===== src/rtl/branch_pkg.sv =====
// Shared encodings, state/flag enums and the branch offset table for branch_ctrl.
package branch_pkg;

  localparam logic [2:0] OP_CMP  = 3'b110;
  localparam logic [4:0] OP_BLT  = 5'b11100;
  localparam logic [4:0] OP_BNE  = 5'b11101;
  localparam logic [8:0] OP_HALT = 9'h1FF;

  typedef enum logic [1:0] {IDLE, RUN, HALTED} state_t;

  typedef enum logic [1:0] {EQ = 2'b00, LT = 2'b01, GT = 2'b10} flag_t;

  // Signed PC offsets selected by instr[3:0] of a branch.
  localparam logic [7:0] BR_LUT [16] = '{
    8'h02, 8'hFD, 8'h04, 8'hFC, 8'h08, 8'hF8, 8'h10, 8'hF0,
    8'h01, 8'hFF, 8'h06, 8'hFA, 8'h20, 8'hE0, 8'h7F, 8'h80
  };

endpackage


===== src/rtl/branch_lut.sv =====
// Combinational branch offset lookup.
module branch_lut
  import branch_pkg::*;
(
  input  logic [3:0] idx,
  output logic [7:0] offset
);

  assign offset = BR_LUT[idx];

endmodule


===== src/rtl/branch_ctrl.sv =====
// Branch/compare control: IDLE/RUN/HALTED FSM, registered compare flag,
// same-cycle branch resolution and a saturating taken-branch counter.
module branch_ctrl
  import branch_pkg::*;
(
  input  logic       clk,
  input  logic       reset,
  input  logic       start,
  input  logic [8:0] instr,
  output logic [2:0] ra_addr,
  output logic [2:0] rb_addr,
  input  logic [7:0] ra_val,
  input  logic [7:0] rb_val,
  output logic       branch_sig,
  output logic       branch_type,
  output logic       take,
  output logic [7:0] branch_offset,
  output logic       halt,
  output logic       done,
  output logic [7:0] taken_cnt
);

  state_t     state, state_n;
  flag_t      flag, flag_n;
  logic [7:0] cnt_n;
  logic [7:0] lut_off;
  logic       is_cmp, is_blt, is_bne, is_halt;

  assign ra_addr = instr[5:3];
  assign rb_addr = instr[2:0];

  assign is_cmp  = instr[8:6] == OP_CMP;
  assign is_blt  = instr[8:4] == OP_BLT;
  assign is_bne  = instr[8:4] == OP_BNE;
  assign is_halt = instr == OP_HALT;

  assign halt = state != RUN;
  assign done = state == HALTED;

  branch_lut u_lut (
    .idx    (instr[3:0]),
    .offset (lut_off)
  );

  always_comb begin
    state_n       = state;
    flag_n        = flag;
    cnt_n         = taken_cnt;
    branch_sig    = 1'b0;
    branch_type   = 1'b0;
    take          = 1'b0;
    branch_offset = 8'h00;
    case (state)
      IDLE: if (start) state_n = RUN;
      RUN: begin
        if (is_halt) state_n = HALTED;
        if (is_cmp) begin
          if ($signed(ra_val) < $signed(rb_val))      flag_n = LT;
          else if ($signed(ra_val) > $signed(rb_val)) flag_n = GT;
          else                                        flag_n = EQ;
        end
        // Branches resolve against the flag as registered, never this cycle's CMP.
        if (is_blt || is_bne) begin
          branch_sig    = 1'b1;
          branch_type   = instr[4];
          branch_offset = lut_off;
          take          = is_blt ? (flag == LT) : (flag != EQ);
        end
        if (branch_sig && take && taken_cnt != 8'hFF) cnt_n = taken_cnt + 8'd1;
      end
      default: ;
    endcase
  end

  always_ff @(posedge clk) begin
    if (!reset) begin
      state     <= IDLE;
      flag      <= EQ;
      taken_cnt <= 8'h00;
    end else begin
      state     <= state_n;
      flag      <= flag_n;
      taken_cnt <= cnt_n;
    end
  end

endmodule


===== config.mk =====
export PLATFORM = sky130hd
export DESIGN_NAME = branch_ctrl
export DESIGN_NICKNAME = d
export VERILOG_FILES = /design/src/rtl/branch_pkg.sv /design/src/rtl/branch_lut.sv /design/src/rtl/branch_ctrl.sv
export SDC_FILE = /design/constraint.sdc
export NUM_CORES = 1
export LEC_CHECK = 0
export ABC_AREA = 1
export CORE_AREA = 2 2 65 51
export DETAILED_ROUTE_END_ITERATION = 12
export DIE_AREA = 0 0 67 53
export GPL_ROUTABILITY_DRIVEN = 1
export GPL_TIMING_DRIVEN = 0
export PLACE_DENSITY = 0.87
export SYNTH_ARGS = -nofsm -noshare
export SYNTH_HDL_FRONTEND = slang
export SYNTH_SLANG_ARGS = --single-unit

===== constraint.sdc =====
create_clock -name clk -period 1.7 [get_ports clk]
set_input_delay 0.425 -clock clk [delete_from_list [all_inputs] [get_ports clk]]
set_output_delay 0.425 -clock clk [all_outputs]
set_load 0.03 [all_outputs]

==> reports/qor.yml <==
cts_hold_buf: 0
place.port_buffers: 54
coreArea_um2: 2890
hold_class: "flop to flop"
synth_fp_nets: 226
gp_congestion: 0.856
end_kind: "primary output"
rr_endpoint: "taken_cnt[0]"
path_buf_inv: 4
io_pins: 55
wl_per_cell_um: 12.7
final_nets: 300
period_needed_ns: 1.94
violations: "negative setup slack"
fmax_mhz: 515
grt_util_all_layers_pct: 19.7
drv_slew: 0
startpoint_type: "flop"
min_from: "taken_cnt[7]"
grt_pass1_vias: 1302
leakage_nw: 1.06
finish.instance_area_um2: 2210
path_class: "flop to primary output"
rows: 17
power_density_nw_per_um2: 427
synthFlopType: "dfxtp_1"
fill_cells: 202
cp_top_family: "buffers and inverters"
crit_slowest_cell: "dfxtp_1"
ant_nets: 0
synth.area.top_cells: "dfxtp_1 (21%), ha_1 (16%), nand2_1 (12%)"
placed_area_um2: 1840
die_h_um: 53
slew_headroom_pct: 77.4
hold_viol_final: 0
drc_errors: 0
drive_above_1_share_pct: 39.5
initial_utilization_pct: 39.9
worstPathCellList: "inv_2 -> nand2_4 -> nor3_4 -> clkinvlp_4 -> buf_6 -> nor3_4 -> buf_6"
worst_slew_pin_slew_ns: 0.339
numCtsBuffers: 3
finalSetupViolations: 11
r2r_slack_ns: 0.05
drt_iter0_markers: 44
die_area_um2: 3550
clock_skew_ns: 0.00176
vias: 1454
synth.largest_area_cell: "dfxtp_1"
synth_area_per_cell_um2: 6.31
max_stage_delay_ns: 0.31
worstHoldEndpoint: "taken_cnt[7]"
whs_path_depth: 2
max-cap-violations: 0
grt_max_degree: 10
peakVddDrop_v: 0.000301
ys_top_cells_by_count: "nand2_1 (36), inv_1 (34), nor2_1 (22)"
dp_hpwl_mm: 2.29
synth_top_area_share_pct: 20.8
clock_sinks: 12
path_clk_slew_ns: 0.06
yosys.cell_types.count: 21
antenna_found_initial: 0
clk_latency_ns: 0.25
first_pass_iters: 4
place_inst: 275
cts_tree: "done"
ys_seq_area_share_pct: 20.8
finalCritPeriodShare_pct: 114
worst_ep_required_time_ns: 1.27
grt_remaining_overflow: 0
hold-worst-slack_ns: 0.544
r2r_start: "state[1]"
cts_root_buf: "clkbuf_8"
synthCells: 183
final_core_util_pct: 76.3
setup_ws_ns: -0.242
outcome: "complete, but fails checks"
yosysMostFrequentCell: "nand2_1"
die_x_um: 67
worstPathArrival_ns: 1.52
async_flop_share_pct: 0
cts_buffer_depth: 2
routed_wl_mm: 3.73
instances_no_fill: 294
syn2layout_area_growth_pct: 91.1
cp_max_fo: 5
rsz0062_at_grt: "yes"
yosys_warnings: 0
ff2ff_path_depth: 10
grt_pass1_wl_mm: 5.46
drt-vias-per-instance: 4.95
antenna_cells: 0
ys_ff_latch: 12
htreeDepth: 1
syn_area_um2: 1150
synth-edff-count: 0
[sequential cells by signal, indices dropped and copies added, names as in the netlist]
register,count
taken_cnt,8
flag,2
state,2
[per-layer routing]
metal  vias to the layer above  share of wire (%)  routed length, µm  track usage (%)
met5                         -                  0                  0                0
met2                        45                 52               1920             38.1
met1                       668                 40               1500             22.4
met3                        13                5.1                192             4.26
met4                         0                3.1                116             3.06
li1                        728                  -                  -                -
[cells by family (layout without fill, tap and decap cells)]
family                     count (synthesis)  count (layout)  share of synthesized area (%)
adders and majority gates                 15              15                           16.3
AOI/OAI and AO/OA                         29              29                           12.8
buffers and inverters                     40             112                           15.0
DFF                                       12              12                           20.8
and+or+nand+nor                           84              85                           32.9
xor gates and xnor gates                   3               3                           2.28
[worst max-delay path by stage]
| stage | from | end | slack [ns] | depth (start not counted) |
|---|---|---|---|---|
| 2_1_floorplan | instr[5] | branch_offset[0] | -0.34 | 5 |
| 3_3_place_gp | instr[5] | branch_offset[0] | -1.37 | 7 |
| 3_5_place_dp | instr[5] | branch_offset[0] | -1.38 | 7 |
| 4_1_cts | state[1] | branch_offset[0] | -0.22 | 7 |
| 5_1_grt | state[1] | branch_offset[0] | -0.29 | 7 |
| 6_report | state[1] | branch_offset[0] | -0.24 | 7 |
[area by class of cell]
| type | count | area, µm² | share of cell area (%) |
|---|---|---|---|
| plain buffers | 6 | 45.0 | 2.04 |
| clock buffers | 4 | 55.1 | 2.49 |
| inverters | 34 | 158 | 7.14 |
| multi-input cells | 132 | 1040 | 46.9 |
| flip-flops and latches | 12 | 245 | 11.1 |
| well taps | 38 | 47.5 | 2.15 |
| repair buffers | 68 | 621 | 28.1 |
[cells in the final DEF (no fill, tap or decap), types with 4 or more instances in the layout]
cell type	count
clkbuf_8	4
ha_4	8
dfxtp_1	10
nor2_1	15
a21oi_2	5
o21ai_0	4
buf_4	20
ha_1	5
nand2_1	30
inv_2	6
nor3_4	5
dlygate4sd2_1	16
buf_2	5
nand3_1	12
a21oi_1	13
nor2_4	6
nand2_4	5
clkdlybuf4s50_1	15
inv_1	22
buf_6	13
[per-stage QoR]
stage	power (W)	setup slack, ns	setup TNS [ns]
CTS	0.000879	-0.221	-1.68
detailed placement	0.000550	-1.38	-21.04
finish	0.000942	-0.242	-1.85
global placement	0.000546	-1.37	-20.59
global route	0.000982	-0.292	-2.36
floorplan	0.000433	-0.340	-2.32
[where the power goes]
group	internal (W)	switching, W	leakage, nW
combinational	0.000151	0.000177	0.938
clock	0.000206	0.000120	0.0288
sequential	0.000284	0.00000321	0.0981
total	0.000641	0.000301	1.06
[what timing repair did]
action	in CTS	in global routing
endpoints found under the setup margin	37	22
buffers inserted	8	7
resized for setup	144	47
pin swaps	7	15
cloned	0	1
[worst register-to-register path, stage by stage (launching register included)]
cell,delay (ns)
dfxtp_1,0.31
inv_2,0.07
nand2_4,0.05
nor3_4,0.21
buf_4,0.17
buf_4,0.11
nand2_2,0.06
buf_4,0.16
nor2_2,0.19
o21ai_0,0.14
nor2_1,0.10
Power figures use the tool's default switching activity.
==> RTL change 1 (same flow settings) <==
Put a register stage on the outputs `ra_addr`, `rb_addr`, `halt` and `done`. The values now appear one clock later. The other outputs are not delayed to match.
--- a/src/rtl/branch_ctrl.sv
+++ b/src/rtl/branch_ctrl.sv
@@ -26,16 +26,18 @@
   logic [7:0] lut_off;
   logic       is_cmp, is_blt, is_bne, is_halt;
 
-  assign ra_addr = instr[5:3];
-  assign rb_addr = instr[2:0];
 
   assign is_cmp  = instr[8:6] == OP_CMP;
   assign is_blt  = instr[8:4] == OP_BLT;
   assign is_bne  = instr[8:4] == OP_BNE;
   assign is_halt = instr == OP_HALT;
 
-  assign halt = state != RUN;
-  assign done = state == HALTED;
+  always_ff @(posedge clk) begin
+    ra_addr <= instr[5:3];
+    rb_addr <= instr[2:0];
+    halt    <= state != RUN;
+    done    <= state == HALTED;
+  end
 
   branch_lut u_lut (
     .idx    (instr[3:0]),
Behaviour: not the same (Yosys sat finds a counterexample within 4 cycles, from zero or initial values and one cycle with reset low).
==> RTL change 1 against the original RTL <==
The flow still finishes with violations (negative setup slack); final area decreased by 4.0%; largest cell class unchanged; area after synthesis grew 9.5%; routed wire length grew 2.5%; critical endpoint is now branch_offset[2]; total power grew 35%; sequential cell count grew 8; core utilization fell by 3.0 points; worst hold slack got worse by 250 ps; setup slack gained 210 ps.
==> RTL change 1: results (changes against the original RTL) <==
{
  "placement": {
    "place_congestion": {"value": 0.839, "change": "was 0.856"},
    "dp.cells": {"value": 268, "change": "was 275"}
  },
  "critical_path": {
    "r2r_setup_slack": {"value": 150, "unit": "ps", "change": "was 50 ps"},
    "worstReg2RegEnd": {"value": "taken_cnt[3]", "change": "was taken_cnt[0]"},
    "reg2reg_depth": {"value": 7, "change": "was 10"},
    "timing.critical_path.fanout_max": {"value": 6, "change": "was 5"},
    "endpoint": {"value": "branch_offset[2]", "change": "was branch_offset[0]"}
  },
  "status": {
    "violated_checks": {"value": "negative setup slack", "change": "unchanged"},
    "result_of_the_run": {"value": "finished with violations", "change": "unchanged"}
  },
  "synthesis": {
    "synth_adder_area_share": {"value": 14.8, "unit": "%", "change": "was 16.3%"},
    "synth-xor-area-share": {"value": 4.15, "unit": "%", "change": "was 2.28%"},
    "syn_area_per_cell": {"value": 7.19, "unit": "um^2", "change": "was 6.31 um^2"},
    "syn_nets": {"value": 219, "change": "was 226"},
    "synth.top_cells.by_count": {"value": "29 x nand2_1, 21 x inv_1, 20 x dfxtp_1, 19 x nor2_1", "change": "was 36 x nand2_1, 34 x inv_1, 22 x nor2_1, 21 x a21oi_1, 15 x ha_1"}
  },
  "cells_and_area": {
    "finish.net_count": {"value": 287, "change": "was 300"},
    "largestRegisters": {"value": "taken_cnt x8, ra_addr x3, rb_addr x3", "change": "was taken_cnt x8, flag x2, state x2"}
  },
  "hold_path": {
    "hold_start": {"value": "instr[1]", "change": "was taken_cnt[7]"},
    "hold_end": {"value": "rb_addr[1]", "change": "was taken_cnt[7]"},
    "hold_path_class": {"value": "in -> reg", "change": "was reg -> reg"}
  },
  "timing": {
    "setup_slack": {"value": -30.6, "unit": "ps", "change": "was -242 ps"},
    "hold_ws": {"value": 289, "unit": "ps", "change": "was 544 ps"},
    "timing_worst_slew_pin_value": {"value": 471, "unit": "ps", "change": "was 339 ps"},
    "post_route_setup_tns": {"value": -76.3, "unit": "ps", "change": "was -1850 ps"},
    "timing.final.setup_violations": {"value": 4, "change": "was 11"}
  },
  "clocking": {
    "clk_pin_slew_worst_paths": {"value": 80, "unit": "ps", "change": "was 60 ps"}
  },
  "global_routing": {
    "first_global_vias": {"value": 1193, "change": "was 1302"},
    "grt_pass1_wl": {"value": 5190, "unit": "um", "change": "was 5460 um"}
  },
  "route": {
    "drt_iter0_drc": {"value": 69, "change": "was 44"},
    "dr_vias": {"value": 1437, "change": "was 1454"},
    "totalWireLength": {"value": 3830, "unit": "um", "change": "was 3730 um"}
  }
}
-- RTL change 1: changes by cell type after synthesis, moves of 5 or more --
cell     delta
inv_2       +7
dfxtp_1     +8
nand2_1     -7
nand3_1     +5
inv_1      -13
o21ai_1     +6
buf_4       -6
-- RTL change 1: worst max-delay path: stages --
cell     delay, ps
buf_12         100
inv_8           40
ha_4           270
inv_2           40
o21ai_2        110
nand2_1         70
nor2_2         120
buf_6          140
-- RTL change 1: cell type report --
cell class / count / area, um^2
Buffer: 2 / 15.0
Clock buffer: 3 / 41.3
Clock inverter: 1 / 30.0
Fill cell: 221 / 773
Inverter: 29 / 129
Multi-Input combinational cell: 126 / 887
Sequential cell: 20 / 403
Tap cell: 38 / 47.5
Timing Repair Buffer: 62 / 567
-- RTL change 1: routing by layer --
metal	global-route usage [%]	routed length, um	vias up
met5	0	0	-
met4	7.48	107	0
met3	2.77	247	11
met2	31.8	1910	65
met1	25.3	1560	656
li1	-	-	705
==> RTL change 2 (config.mk and constraints unchanged) <==
Made on the original files. Encoding of `flag_t`: now one-hot (3 bits for 3 values).
--- a/src/rtl/branch_pkg.sv
+++ b/src/rtl/branch_pkg.sv
@@ -8,7 +8,7 @@
 
   typedef enum logic [1:0] {IDLE, RUN, HALTED} state_t;
 
-  typedef enum logic [1:0] {EQ = 2'b00, LT = 2'b01, GT = 2'b10} flag_t;
+  typedef enum logic [2:0] {EQ = 3'b001, LT = 3'b010, GT = 3'b100} flag_t;
 
   // Signed PC offsets selected by instr[3:0] of a branch.
   localparam logic [7:0] BR_LUT [16] = '{
Formal check against the unedited RTL: same outputs for any inputs over 10 cycles, from zero or initial values and one cycle with reset low; not proved beyond that.
==> RTL change 2 against the original RTL <==
The run still ends with negative setup slack left; via count decreased by 4.0%; fmax is 1.4% higher; routed wire length decreased by 10%; final area down 3.2%; first-iteration DRC count grew 130%; total power decreased by 6.0%; synthesized cell count fell by 2.7%; sequential cell count rose by 1; area after synthesis increased by 3.6%; register-to-register slack better by 140 ps; clock skew rose by 3.0 ps; core utilization fell by 2.5 points; setup slack improved by 27 ps; highest routed layer unchanged.
==> RTL change 2: results (changes against the original RTL) <==
{
  "cells_and_area": {
    "final_layout_size_suffix_gt1_share": {"value": 36.4, "unit": "%", "change": "was 39.5%"},
    "largestRegisters": {"value": "taken_cnt x8, flag x3, state x2", "change": "was taken_cnt x8, flag x2, state x2"},
    "finish.net_count": {"value": 291, "change": "was 300"}
  },
  "critical_path": {
    "worstReg2RegEnd": {"value": "taken_cnt[7]", "change": "was taken_cnt[0]"},
    "reg2reg_depth": {"value": 9, "change": "was 10"},
    "worst_ep_arrival": {"value": 1490, "unit": "ps", "change": "was 1520 ps"},
    "slowest_stage": {"value": "dfxtp_4", "change": "was dfxtp_1"},
    "critical-path-max-stage-delay": {"value": 370, "unit": "ps", "change": "was 310 ps"}
  },
  "route": {
    "dr_vias": {"value": 1396, "change": "was 1454"},
    "drt_iter0_drc": {"value": 101, "change": "was 44"},
    "totalWireLength": {"value": 3360, "unit": "um", "change": "was 3730 um"}
  },
  "pwr": {
    "power_combinational": {"value": 0.294, "unit": "mW", "change": "was 0.328 mW"},
    "power.share.sequential": {"value": 35.4, "unit": "%", "change": "was 30.5%"},
    "combinationalPowerShare": {"value": 33.2, "unit": "%", "change": "was 34.9%"},
    "vdd_ir_drop_max": {"value": 0.420, "unit": "mV", "change": "was 0.301 mV"},
    "power_report.internal_total": {"value": 0.611, "unit": "mW", "change": "was 0.641 mW"}
  },
  "status": {
    "violated_checks": {"value": "negative setup slack", "change": "unchanged"},
    "result_of_the_run": {"value": "finished with violations", "change": "unchanged"}
  },
  "placement": {
    "place_congestion": {"value": 0.815, "change": "was 0.856"},
    "placement.cell_area": {"value": 0.00187, "unit": "mm^2", "change": "was 0.00184 mm^2"},
    "dp_slack": {"value": -1270, "unit": "ps", "change": "was -1380 ps"},
    "dp.cells": {"value": 270, "change": "was 275"},
    "dp.final_hpwl": {"value": 2440, "unit": "um", "change": "was 2290 um"}
  },
  "timing": {
    "clock_skew": {"value": 4.77, "unit": "ps", "change": "was 1.76 ps"},
    "post_route_setup_tns": {"value": -1690, "unit": "ps", "change": "was -1850 ps"},
    "timing.final.setup_violations": {"value": 10, "change": "was 11"},
    "timing_worst_slew_pin_value": {"value": 527, "unit": "ps", "change": "was 339 ps"},
    "hold_ws": {"value": 505, "unit": "ps", "change": "was 544 ps"},
    "setup_slack": {"value": -215, "unit": "ps", "change": "was -242 ps"}
  },
  "synthesis": {
    "synth_top_cells_by_area": {"value": "dfxtp_1 22%, ha_1 16%, a21oi_1 11%", "change": "was dfxtp_1 21%, ha_1 16%, nand2_1 12%"},
    "seq_area_frac_synth": {"value": 21.8, "unit": "%", "change": "was 20.8%"},
    "synth.distinct_cells": {"value": 22, "change": "was 21"},
    "synthesis.instances": {"value": 178, "change": "was 183"},
    "syn_nets": {"value": 221, "change": "was 226"}
  },
  "global_routing": {
    "first_global_vias": {"value": 1256, "change": "was 1302"},
    "global_route.usage.total": {"value": 20.4, "unit": "%", "change": "was 19.7%"},
    "grt_pass1_wl": {"value": 5480, "unit": "um", "change": "was 5460 um"},
    "grt_start_max_net_pins": {"value": 11, "change": "was 10"}
  }
}
RTL change 2: changes by cell type after synthesis, sizes merged, moves of 2 or more:
cell,change
nand2,-5
inv,-4
o21ai,-3
a21oi,+5
xor2,+2
nand3,+7
nor2,-9
RTL change 2: final cells by class:
cell class / instances / area [um^2]
clock buffer: 4 / 45.0
timing repair buffer: 65 / 606
fill: 217 / 757
sequential: 13 / 264
multi-input combinational: 128 / 1010
inverter: 30 / 119
buffer: 7 / 48.8
tap: 38 / 47.5
RTL change 2: worst min-delay path by stage:
stage                             from            to
after CTS                 taken_cnt[1]  taken_cnt[1]
after global placement        state[1]      state[1]
after global routing      taken_cnt[0]  taken_cnt[0]
after floorplan                flag[0]       flag[0]
after detailed placement      state[1]      state[1]
final                          flag[0]       flag[0]
RTL change 2: logic make-up after synthesis:
logic type / Yosys count / synth area share, %
xor+xnor: 6 / 4.39
flops: 13 / 21.8
fa+ha+maj: 15 / 15.7
buf+inv: 37 / 13.5
simple gates: 77 / 32.1
compound gates: 30 / 12.6
RTL change 2: repair_timing:
action,CTS,global route
endpoints found under the hold margin,0,0
setup buffers,9,2
gates resized for setup,144,26
endpoints found under the setup margin,37,23
pin swaps,13,11
RTL change 2: critical path, delay by kind of cell, from the launching register on:
kind	cells	cell delay [ps]
DFF	1	370
buffers and inverters	3	520
and+or+nand+nor	3	360
RTL change 2: routing by layer:
| metal | routed length [um] | vias up | share of wire [%] | track usage, % |
|---|---|---|---|---|
| li1 | - | 714 | - | - |
| met1 | 1510 | 638 | 45 | 26.1 |
| met2 | 1660 | 42 | 49 | 34.7 |
| met3 | 174 | 2 | 5.2 | 5.32 |
| met4 | 12 | 0 | 0.36 | 4.08 |
| met5 | 0 | - | 0 | 0 |
